**src/rtl/tx_sched_pkg.sv**
```systemverilog
// Shared types and default constants for the transmit scheduler.
package tx_sched_pkg;

  typedef enum logic [1:0] {
    IDLE = 2'd0,
    LOAD = 2'd1,
    SEND = 2'd2
  } state_t;

  // 50 MHz system clock divided down to 9600 baud
  localparam int DEFAULT_CLKS_PER_BIT = 5208;

  // Bit periods tolerated without a frame-complete indication
  localparam int DEFAULT_TIMEOUT_BITS = 12;

  // Width of the per-frame transmit_enable pulse counter
  localparam int PULSE_W = 4;

endpackage

```
**src/rtl/baud_tick.sv**
```systemverilog
// Baud-rate divider: flags the last clock of every bit period while enabled.
module baud_tick #(
  parameter int CLKS_PER_BIT = 5208,
  parameter int BAUD_W       = 13
) (
  input  logic clk,
  input  logic reset,
  input  logic clear,
  input  logic enable,
  output logic tick
);

  localparam logic [BAUD_W-1:0] LAST = BAUD_W'(CLKS_PER_BIT - 1);

  logic [BAUD_W-1:0] count;

  assign tick = enable && (count == LAST);

  // Count clocks within a bit period, wrapping to zero on the last one
  always_ff @(posedge clk or negedge reset) begin
    if (!reset) begin
      count <= '0;
    end else if (clear) begin
      count <= '0;
    end else if (enable) begin
      count <= tick ? '0 : count + 1'b1;
    end
  end

endmodule

```
**src/rtl/tx_scheduler.sv**
```systemverilog
// Shares the UART transmit path between two byte sources: round-robin grant,
// one-cycle load, then baud-paced transmit_enable until the frame completes.
module tx_scheduler
  import tx_sched_pkg::*;
#(
  parameter int CLKS_PER_BIT = DEFAULT_CLKS_PER_BIT,
  parameter int BAUD_W       = 13,
  parameter int TIMEOUT_BITS = DEFAULT_TIMEOUT_BITS
) (
  input  logic       clk,
  input  logic       reset,
  input  logic       req0,
  input  logic [7:0] data0,
  input  logic       req1,
  input  logic [7:0] data1,
  output logic       ack0,
  output logic       ack1,
  output logic [7:0] tx_data,
  output logic       load,
  output logic       transmit_enable,
  input  logic       char_sent,
  output logic       busy,
  output logic       timeout_err
);

  localparam logic [PULSE_W-1:0] PULSE_LIMIT = PULSE_W'(TIMEOUT_BITS);

  state_t             state, state_nxt;
  logic               last_grant, last_grant_nxt;
  logic [PULSE_W-1:0] pulse_count, pulse_count_nxt;
  logic [7:0]         tx_data_nxt;
  logic               load_nxt, transmit_enable_nxt, ack0_nxt, ack1_nxt;
  logic               busy_nxt, timeout_err_nxt;
  logic               tick;
  logic               grant1;

  baud_tick #(
    .CLKS_PER_BIT(CLKS_PER_BIT),
    .BAUD_W      (BAUD_W)
  ) u_baud_tick (
    .clk   (clk),
    .reset (reset),
    .clear (state != SEND),
    .enable(state == SEND),
    .tick  (tick)
  );

  // Source 1 wins when it is the only requester or when source 0 went last
  assign grant1 = req1 && (!req0 || (last_grant == 1'b0));

  // Next-state and next-output decode; every output is registered below
  always_comb begin
    state_nxt           = state;
    last_grant_nxt      = last_grant;
    pulse_count_nxt     = pulse_count;
    tx_data_nxt         = tx_data;
    timeout_err_nxt     = timeout_err;
    load_nxt            = 1'b0;
    transmit_enable_nxt = 1'b0;
    ack0_nxt            = 1'b0;
    ack1_nxt            = 1'b0;
    busy_nxt            = 1'b0;
    case (state)
      IDLE: begin
        if (req0 || req1) begin
          state_nxt      = LOAD;
          load_nxt       = 1'b1;
          busy_nxt       = 1'b1;
          last_grant_nxt = grant1;
          if (grant1) begin
            tx_data_nxt = data1;
            ack1_nxt    = 1'b1;
          end else begin
            tx_data_nxt = data0;
            ack0_nxt    = 1'b1;
          end
        end
      end
      LOAD: begin
        state_nxt       = SEND;
        busy_nxt        = 1'b1;
        pulse_count_nxt = '0;
      end
      SEND: begin
        busy_nxt = 1'b1;
        if (char_sent) begin
          state_nxt = IDLE;
          busy_nxt  = 1'b0;
        end else if (tick) begin
          if (pulse_count == PULSE_LIMIT) begin
            state_nxt       = IDLE;
            busy_nxt        = 1'b0;
            timeout_err_nxt = 1'b1;
          end else begin
            transmit_enable_nxt = 1'b1;
            pulse_count_nxt     = pulse_count + 1'b1;
          end
        end
      end
      default: begin
        state_nxt = IDLE;
      end
    endcase
  end

  // State, arbitration history, pulse count and registered outputs
  always_ff @(posedge clk or negedge reset) begin
    if (!reset) begin
      state           <= IDLE;
      last_grant      <= 1'b1;
      pulse_count     <= '0;
      tx_data         <= '0;
      load            <= 1'b0;
      transmit_enable <= 1'b0;
      ack0            <= 1'b0;
      ack1            <= 1'b0;
      busy            <= 1'b0;
      timeout_err     <= 1'b0;
    end else begin
      state           <= state_nxt;
      last_grant      <= last_grant_nxt;
      pulse_count     <= pulse_count_nxt;
      tx_data         <= tx_data_nxt;
      load            <= load_nxt;
      transmit_enable <= transmit_enable_nxt;
      ack0            <= ack0_nxt;
      ack1            <= ack1_nxt;
      busy            <= busy_nxt;
      timeout_err     <= timeout_err_nxt;
    end
  end

endmodule

```
**config.mk**
```make
export PLATFORM = sky130hd
export DESIGN_NAME = tx_scheduler
export DESIGN_NICKNAME = d
export VERILOG_FILES = /design/src/rtl/tx_sched_pkg.sv /design/src/rtl/baud_tick.sv /design/src/rtl/tx_scheduler.sv
export SDC_FILE = /design/constraint.sdc
export NUM_CORES = 1
export LEC_CHECK = 0
export CELL_PAD_IN_SITES_DETAIL_PLACEMENT = 2
export CELL_PAD_IN_SITES_GLOBAL_PLACEMENT = 2
export CORE_MARGIN = 2
export CORE_UTILIZATION = 31
export CTS_CLUSTER_DIAMETER = 40
export CTS_CLUSTER_SIZE = 10
export DETAILED_ROUTE_END_ITERATION = 8
export PLACE_DENSITY_LB_ADDON = 0.08
export SLEW_MARGIN = 15
export SYNTH_ARGS = -nofsm -noshare
export SYNTH_HDL_FRONTEND = slang
export SYNTH_SLANG_ARGS = --single-unit
```
**constraint.sdc**
```tcl
create_clock -name clk -period 2.1 [get_ports clk]
set_clock_uncertainty 0.2 [all_clocks]
set_input_delay 0.42 -clock clk [delete_from_list [all_inputs] [get_ports clk]]
set_output_delay 0.42 -clock clk [all_outputs]
set_load 0.03 [all_outputs]
```
==> results by group <==
Run status
  • Status: completed

Clock tree
  • CTS Buffer Depth: 2
  • CTS tree: done
  • Clock root cell: clkbuf_8
  • CTS Buf Count: 5
  • Hold-fix buffers, CTS: 0
  • Reg clk slew, reported paths: 0.07 ns
  • CTS sink count: 34
  • H-tree Lvls: 2
  • Skew-Pair Late Insertion Delay: 0.29 ns

Logic synthesis
  • Top FF cell, synth: dfrtp_1
  • Number of distinct library cells after synthesis: 37
  • YS warnings: 0
  • Sequential fraction of the synthesis area: 0.528
  • Synth top cells by count: 33 x dfrtp_1, 20 x nor2_1, 11 x a21o_1
  • Synthesis-stage register bit count: 34
  • Syn Inst Count: 150
  • Leading area contributor after synthesis: dfrtp_1
  • Yosys top cell area share: 0.512
  • Syn Nets: 174
  • Post-synthesis average cell area: around 11 um^2
  • Most common cell in the synthesized netlist: dfrtp_1
  • Area of the mapped netlist: 0.00161 mm^2
  • Ys async rst share: 1.00
  • Top cells by area, synth: dfrtp_1 51%, a21o_1 5.1%, a22o_1 4.9%
  • EDFF count, synth: 0

Timing
  • Max Slew Vio Count: 0
  • Final hold violations: 0
  • Least-Margin Pin Slew: between 0.6 and 0.7 ns
  • Setup-failing EPs final: 0
  • RSZ-0062 raised after global routing: yes
  • Tcrit/Tclk final: 0.942
  • Min cycle time layout: 1.98 ns
  • Slew margin rel.: 0.559
  • Achievable frequency: around 510 MHz

Detailed routing
  • Via/cell ratio: roughly 5
  • WL met1: 2.01 mm
  • Via Count: 1358
  • DR top layer: met4
  • Drc violations: 0
  • Met2 WL: ~2.4 mm
  • Routed WL per cell: 17.3 um
  • Met3 wire len: 166 um
  • TritonRoute pass-1 iters: 4
  • Final wirelength: roughly 4.6 mm
  • Antenna-violating nets left: 0
  • DR iter-0 viols: 13

Global route
  • Global route overflow: 0
  • Largest net degree at the start of global routing: 35
  • Global-route wire length before repair: between 7 and 8 mm
  • Vias in the first global route: ~1600
  • GR Util All Layers: 0.173
  • Initial antenna violation count: 0

Placed design
  • Detailed placement HPWL: about 3.4 mm
  • Area after DPL: around 0.0021 mm^2
  • Port buffer count: 34
  • Routability cong.: between 0.7 and 0.8
  • Placed insts: 259

Setup path
  • Worst EP arrival: 2.01 ns
  • WP data required: 2.14 ns
  • Kind of critical path: reg -> reg
  • Worst Setup End Kind: register
  • Worst-path fanout max: 4
  • CP Launch Type: register

Finish
  • Non-Filler Instances: 267
  • Share of cells above drive strength 1: 0.127
  • Diode count: 0
  • Final nets: 220
  • Final instance area: 0.00220 mm^2
  • Core Util, Final: 0.433
  • Area grow syn2layout: 36.2%

Floorplanning
  • Core ar.: 0.00507 mm^2
  • Placement Rows: 26
  • # IOs: 35
  • Die Area: ~0.0058 mm^2
  • Die height: 76.2 um
  • Die width: 76.2 um
  • Starting Density: 0.318

Flow run
  • Max-Cap Viols: 0

Pwr
  • PwrDens: 1120 mW/mm^2
  • Leak Pwr: 1.00 nW
  • Pwr Total: 2.47 mW
  • Peak VDD IR: between 0.5 and 0.6 mV

Worst hold path
  • Class of the worst hold path: reg -> reg
[registers in the layout, summed over array words and instances (netlist names)]
| name | cells |
|---|---|
| ack0 | 1 |
| tx_data | 8 |
| state | 2 |
| last_grant | 1 |
| ack1 | 1 |
| busy | 1 |
| load | 1 |
| timeout_err | 1 |
| u_baud_tick.count | 13 |
| transmit_enable | 1 |
| pulse_count | 4 |
[per-stage QoR]
stage | setup TNS (ns) | hold slack, ns | setup WS [ns]
global route | -0.00128 | 0.284 | -0.00128
global placement | -0.00446 | 0.246 | -0.00446
CTS | 0 | 0.264 | 0.0740
detailed placement | -0.214 | 0.253 | -0.0417
floorplan | 0 | -0.0756 | 0.360
finish | 0 | 0.261 | 0.122
[metal layers]
layer  vias up  track usage
li1        623            -
met1       699        0.205
met2        28        0.297
met3         8       0.0462
met4         0       0.0727
met5         -            0
[critical path, cell delays in order, from the launching register on]
cell	delay, ns
dfrtp_1	0.37
ha_1	0.22
and2_1	0.27
nand4_1	0.28
o41ai_1	0.41
a22o_1	0.17
[cell usage in the layout, fill, tap and decap left out, types with 6 or more instances in the layout]
| master | Yosys | final |
|---|---|---|
| dfrtp_1 | 33 | 33 |
| clkdlybuf4s50_1 | 0 | 34 |
| buf_4 | 0 | 8 |
| a22o_1 | 9 | 9 |
| clkbuf_8 | 0 | 6 |
| nor2_1 | 20 | 20 |
| a21o_1 | 11 | 11 |
| nand2_1 | 6 | 6 |
| inv_1 | 8 | 8 |
| xnor2_1 | 8 | 8 |
| nor3_1 | 7 | 7 |
[report_power, final]
group	switching (mW)	internal, mW
sequential	0.113	0.814
combinational	0.548	0.478
clock	0.255	0.265
total	0.916	1.56
[what timing repair did]
action                     CTS  global route
hold endpoints to repair     0             0
gates resized for setup      0             1
setup endpoints to repair    0             1
setup buffers                0             0
[cell type report]
| cell class | count | area, um^2 |
|---|---|---|
| inverters | 8 | 30.0 |
| clock buffers | 7 | 86.3 |
| multi-input cells | 104 | 717 |
| repair buffers | 43 | 420 |
| flip-flops and latches | 34 | 852 |
| clock inverters | 1 | 5.00 |
| well taps | 70 | 87.6 |
| fillers | 543 | 2880 |
[kinds of logic after synthesis]
group                    after synthesis  synth area share
XOR/XNOR                              11            0.0597
flip-flops                            34             0.528
buffers and inverters                 12            0.0333
AO/OA/AOI/OAI                         30             0.143
AND/OR/NAND/NOR                       60             0.212
adder cells (fa/ha/maj)                3            0.0233
[worst paths after layout]
check                                               startpoint                        endpoint  slack (ns)  depth (start not counted)
worst max-delay path            u_baud_tick.count[0]$_DFF_PN0_      pulse_count[3]$_DFFE_PN0P_        0.12                          5
worst min-delay path            u_baud_tick.count[0]$_DFF_PN0_  u_baud_tick.count[0]$_DFF_PN0_        0.26                          1
worst max register to register  u_baud_tick.count[0]$_DFF_PN0_      pulse_count[3]$_DFFE_PN0P_        0.12                          5
worst min register to register  u_baud_tick.count[0]$_DFF_PN0_  u_baud_tick.count[0]$_DFF_PN0_        0.26                          1
max in group asynchronous                                reset          last_grant$_DFFE_PN1P_        1.15                          2
min in group asynchronous                                reset  u_baud_tick.count[4]$_DFF_PN0_        0.29                          2
Note: power is estimated with default switching activity, not from simulation.
